File: config.mk
export PLATFORM = sky130hd
export DESIGN_NAME = uart_tx_feeder
export DESIGN_NICKNAME = d
export VERILOG_FILES = /design/src/rtl/uart_pkg.sv /design/src/rtl/sync_fifo.sv /design/src/rtl/uart_tx_feeder.sv
export SDC_FILE = /design/constraint.sdc
export NUM_CORES = 1
export LEC_CHECK = 0
export ABC_AREA = 1
export CORE_MARGIN = 2
export CORE_UTILIZATION = 45
export DETAILED_ROUTE_END_ITERATION = 8
export GPL_TIMING_DRIVEN = 0
export SYNTH_ARGS = -nofsm -noshare
export SYNTH_HDL_FRONTEND = slang
export SYNTH_SLANG_ARGS = --single-unit
File: constraint.sdc
create_clock -name clk -period 3.3 [get_ports clk]
set_input_delay 0.66 -clock clk [delete_from_list [all_inputs] [get_ports clk]]
set_output_delay 0.66 -clock clk [all_outputs]
set_load 0.005 [all_outputs]
File: src/rtl/uart_pkg.sv
// Shared definitions for the UART transmit feeder: FSM encoding, data width and
// watchdog counter width.
package uart_pkg;

  localparam int UART_DATA_W = 8;
  localparam int WDOG_W      = 32;

  typedef enum logic {
    ST_IDLE = 1'b0,
    ST_WAIT = 1'b1
  } state_t;

endpackage

File: src/rtl/sync_fifo.sv
// Single-clock FIFO with one write and one read port; occupancy count is the
// sole source of full/empty so pointers may wrap freely.
module sync_fifo #(
  parameter int DEPTH  = 16,
  parameter int ADDR_W = 4,
  parameter int WIDTH  = 8
) (
  input  logic              clk,
  input  logic              reset,
  input  logic              i_push,
  input  logic [WIDTH-1:0]  i_wdata,
  input  logic              i_pop,
  output logic [WIDTH-1:0]  o_rdata,
  output logic [ADDR_W:0]   o_count,
  output logic              o_full,
  output logic              o_empty
);

  localparam logic [ADDR_W:0] FULL_CNT = (ADDR_W+1)'(DEPTH);

  logic [WIDTH-1:0]  r_mem [DEPTH];
  logic [ADDR_W-1:0] r_wr_ptr;
  logic [ADDR_W-1:0] r_rd_ptr;
  logic [ADDR_W:0]   r_count;
  logic              w_push_ok;
  logic              w_pop_ok;

  assign o_full    = (r_count == FULL_CNT);
  assign o_empty   = (r_count == '0);
  assign w_push_ok = i_push && !o_full;
  assign w_pop_ok  = i_pop && !o_empty;
  assign o_rdata   = r_mem[r_rd_ptr];
  assign o_count   = r_count;

  // Storage carries no reset; only pointers and count define validity.
  always_ff @(posedge clk) begin
    if (w_push_ok) begin
      r_mem[r_wr_ptr] <= i_wdata;
    end
  end

  always_ff @(posedge clk or posedge reset) begin
    if (reset) begin
      r_wr_ptr <= '0;
      r_rd_ptr <= '0;
      r_count  <= '0;
    end else begin
      if (w_push_ok) begin
        r_wr_ptr <= r_wr_ptr + ADDR_W'(1);
      end
      if (w_pop_ok) begin
        r_rd_ptr <= r_rd_ptr + ADDR_W'(1);
      end
      case ({w_push_ok, w_pop_ok})
        2'b10:   r_count <= r_count + (ADDR_W+1)'(1);
        2'b01:   r_count <= r_count - (ADDR_W+1)'(1);
        default: r_count <= r_count;
      endcase
    end
  end

endmodule

File: src/rtl/uart_tx_feeder.sv
// Buffers upstream bytes and hands them to uart_tx one at a time, waiting for
// tx_done (or a watchdog abort) before issuing the next tx_start.
module uart_tx_feeder
  import uart_pkg::*;
#(
  parameter int DEPTH   = 16,
  parameter int ADDR_W  = 4,
  parameter int TIMEOUT = 200000
) (
  input  logic                   clk,
  input  logic                   reset,
  input  logic                   in_valid,
  input  logic [UART_DATA_W-1:0] in_data,
  output logic                   in_ready,
  output logic                   tx_start,
  output logic [UART_DATA_W-1:0] tx_data,
  input  logic                   tx_done,
  output logic                   busy,
  output logic [ADDR_W:0]        count,
  output logic                   timeout
);

  localparam logic [WDOG_W-1:0] TO_LAST =
    (TIMEOUT > 0) ? WDOG_W'(TIMEOUT - 1) : '0;

  state_t                 r_state;
  state_t                 w_state_next;
  logic                   r_tx_start;
  logic [UART_DATA_W-1:0] r_tx_data;
  logic [WDOG_W-1:0]      r_timer;
  logic                   r_timeout;
  logic                   w_full;
  logic                   w_empty;
  logic [UART_DATA_W-1:0] w_head;
  logic                   w_push;
  logic                   w_pop;
  logic                   w_abort;
  logic                   w_wdog_hit;

  // Handshake: a byte transfers on a rising edge where in_valid && in_ready;
  // in_ready depends only on registered occupancy, never on in_valid.
  assign in_ready   = !reset && !w_full;
  assign w_push     = in_valid && in_ready;
  assign w_wdog_hit = (TIMEOUT > 0) && (r_timer == TO_LAST);

  sync_fifo #(
    .DEPTH  (DEPTH),
    .ADDR_W (ADDR_W),
    .WIDTH  (UART_DATA_W)
  ) u_fifo (
    .clk     (clk),
    .reset   (reset),
    .i_push  (w_push),
    .i_wdata (in_data),
    .i_pop   (w_pop),
    .o_rdata (w_head),
    .o_count (count),
    .o_full  (w_full),
    .o_empty (w_empty)
  );

  always_ff @(posedge clk or posedge reset) begin
    if (reset) begin
      r_state <= ST_IDLE;
    end else begin
      r_state <= w_state_next;
    end
  end

  always_comb begin
    w_state_next = r_state;
    w_pop        = 1'b0;
    w_abort      = 1'b0;
    case (r_state)
      ST_IDLE: begin
        if (!w_empty) begin
          w_pop        = 1'b1;
          w_state_next = ST_WAIT;
        end
      end
      ST_WAIT: begin
        if (tx_done) begin
          w_state_next = ST_IDLE;
        end else if (w_wdog_hit) begin
          w_abort      = 1'b1;
          w_state_next = ST_IDLE;
        end
      end
      default: w_state_next = ST_IDLE;
    endcase
  end

  // Timer saturates so a disabled watchdog never wraps back into a match.
  always_ff @(posedge clk or posedge reset) begin
    if (reset) begin
      r_tx_start <= 1'b0;
      r_tx_data  <= '0;
      r_timer    <= '0;
      r_timeout  <= 1'b0;
    end else begin
      r_tx_start <= w_pop;
      if (w_pop) begin
        r_tx_data <= w_head;
        r_timer   <= '0;
      end else if (r_state == ST_WAIT && r_timer != '1) begin
        r_timer <= r_timer + WDOG_W'(1);
      end
      if (w_abort) begin
        r_timeout <= 1'b1;
      end
    end
  end

  assign tx_start = r_tx_start;
  assign tx_data  = r_tx_data;
  assign timeout  = r_timeout;
  assign busy     = (count != '0) || (r_state == ST_WAIT);

endmodule

==> out/results.ini <==
[synth]
synth_warnings = 0
ys.flop_type = edfxtp_1
synth-seq-cells = 184
ys_seq_area_share_pct = 57.8
synth_top_family_by_area = simple AND/OR/NAND/NOR gates
synth-compound-area-share_pct = 0.717
async_reset_ff_share_pct = 30.4
yosysMostFrequentCell = nand2_1
synth_top_area_cell = edfxtp_1
postSynthNetCount = 1064
yosys-top-cells-area = edfxtp_1 (42%), nand2_1 (16%), dfrtp_1 (15%), nand3_1 (7.2%), inv_1 (6.0%)
synth_cell_type_count = 31
synth-xor-area-share_pct = 2.03
syn_avg_cell_area_um2 = 8.71
synthTopCellsByCount = nand2_1 (394), inv_1 (145), nand3_1 (131), edfxtp_1 (128), nor2_1 (66)
synthCells = 1042
synth_mux_area_share_pct = 0
synthAdderAreaFrac_pct = 1.38
syn-cell-area_um2 = 9080
synth_top_cell_area_share_pct = 42.3
synthSimpleGateAreaFrac_pct = 29.8
synth_edf_count = 128

[cts]
clockBufferDepth = 2
h-tree-depth = 4
clockRootBuffer = clkbuf_16
numCtsBuffers = 17
clk_latency_ns = 0.44
path_clk_slew_ns = 0.07
cts_tree = yes
clock_sinks = 184
cts_resized = 0

[job]
drv_cap = 0

[setup_path]
path_class = reg -> reg
cp_top_family = simple AND/OR/NAND/NOR gates
cp_max_fo = 12
critical_path_buf_inv_count = 3
cp.required_ns = 3.68
r2r_end = u_fifo.o_count[4]
crit_path_top_delay_cell = dfrtp_1
crit_path_cell_trace = nor2_1 > nand4_1 > nand2_2 > clkinv_1 > buf_2 > ha_1 > xor2_1 > ha_1 > inv_1 > nand2_1 > nand3_1 > nand2_1 > xor2_1 > nand2_1 > nand2_1
slowest_delay_ns = 0.45
start_kind = register
reg2reg_depth = 15
crit_top_cell = nand2_1
ff2ff_setup_slack_ns = 0.21
crit_arrival_ns = 3.47
r2r_start = u_fifo.o_count[0]
endpoint_kind = register

[cells_and_area]
area_delta_synth_final_pct = 13.8
nets = 1116
diodes = 0
instances_no_fill = 1372
layout-drive-gt1-share_pct = 8.13
final_util_pct = 52.6

[global_route]
first_global_vias = 6339
grt_max_degree = 30
grt_overflow = 0
antenna_found_initial = 0
grtUsageTotal_pct = 21.4
grt_pass1_wl_um = 35100

[min_path]
hp-start = timeout
hp-class = reg -> reg
holdPathEnd = timeout
hold_path_depth = 2

[pwr]
peakVddDrop_mv = 0.485
leakage_nw = 4.69
powerDensity_nw_per_um2 = 737

[drt]
drt_iter0_markers = 555
viasPerCell = 4.89
vias = 6715
drc = 0
wl_per_cell_um = 16.1
drt_pass1_iterations = 5
drt_wl_total_um = 22100
final_antenna_net_count = 0

[die]
die-area_um2 = 21300
io_pins = 29
rows = 51
fp.coreArea_um2 = 19700
die_h_um = 146
fp.dieW_um = 146
start_util_pct = 46.2

[sta]
hold_violations = 0
tightest_slew_ns = 0.990
skew_ns = 0.0127
setup_viol = 0
tns_ns = 0
fin_crit_sh_pct = 93.8
slew_headroom_pct = 33.7
final.min_clock_period_ns = 3.09
fmax_mhz = 323
maxSlewViolCount = 0

[run_status]
outcome = complete, no violations

[place]
place_congestion = 0.842
placement.io_buffers = 28
dp_hpwl_um = 15100
place_inst = 1335

-- timing repair --
item / CTS / global route
pin swaps: 0 / 0
gates cloned: 2 / 0
setup endpoints to repair: 134 / 3
setup buffers: 0 / 3
hold buffers: 0 / 0
-- placed cells by master, fill, tap and decap left out, types with 15 or more instances in the layout --
cell type / synthesis / layout
xor2_1: 18 / 18
clkbuf_16: 0 / 17
nor2_1: 66 / 66
dfrtp_1: 56 / 56
nand2_2: 15 / 15
nand3_1: 131 / 131
edfxtp_1: 128 / 128
inv_1: 145 / 144
clkdlybuf4s50_1: 0 / 28
nand2_1: 394 / 394
-- sequential cells by signal, summed over array words and instances, names as in the netlist --
name / flops
r_state: 1
r_timer: 32
timeout: 1
tx_data: 8
tx_start: 1
u_fifo.o_count: 5
u_fifo.r_mem: 128
u_fifo.r_rd_ptr: 4
u_fifo.r_wr_ptr: 4
-- where the power goes --
group	internal, mW	switching (mW)
Combinational	0.896	1.80
Sequential	2.72	0.158
Clock	1.03	1.01
-- how the worst max path moves through the flow --
stage | start | end | depth (start not counted)
after floorplan | reset | u_fifo.o_count[4] | 12
after global placement | reset | u_fifo.o_count[4] | 13
after detailed placement | reset | u_fifo.o_count[4] | 13
after CTS | reset | u_fifo.o_count[4] | 13
after global routing | u_fifo.o_count[0] | u_fifo.o_count[4] | 15
final | u_fifo.o_count[0] | u_fifo.o_count[4] | 15
-- kinds of logic after synthesis --
family | Yosys count
AO/OA/AOI/OAI | 12
AND/OR/NAND/NOR | 632
XOR/XNOR | 21
adder cells (fa/ha/maj) | 10
flip-flops | 184
buffers and inverters | 183
-- tightest hold or removal path, cell delays in order (launching register included) --
cell	delay (ns)
dfrtp_1	0.35
inv_1	0.04
nand2_1	0.05
-- per-stage QoR --
step / hold slack [ns] / power [mW] / instance area (µm²) / setup WS [ns]
finish: 0.469 / 7.61 / 10300 / 0.205
global placement: 0.446 / 5.58 / 9690 / -1.25
floorplan: 0.457 / 4.63 / 9080 / 0.162
global route: 0.511 / 8.07 / 10300 / -0.0111
CTS: 0.474 / 7.64 / 10300 / 0.0841
detailed placement: 0.455 / 5.61 / 9690 / -1.28
-- layout make-up --
cell class / count / area, µm²
Fill cell: 1900 / 9330
Sequential cell: 184 / 5250
Multi-Input combinational cell: 675 / 3080
Inverter: 151 / 576
Clock buffer: 17 / 425
Tap cell: 265 / 332
Timing Repair Buffer: 31 / 303
Buffer: 32 / 184
Clock inverter: 15 / 174
Timing Repair inverter: 2 / 12.5
-- metal layers --
layer / wire length (µm) / share of wire, % / up-vias / global-route usage, %
met5: 0 / 0 / - / 0
met4: 216 / 0.98 / 0 / 5.10
met3: 896 / 4.1 / 15 / 3.00
met2: 10700 / 49 / 155 / 35.5
met1: 10200 / 46 / 3168 / 30.1
li1: - / - / 3377 / -
(Power assumes the default switching activity.)
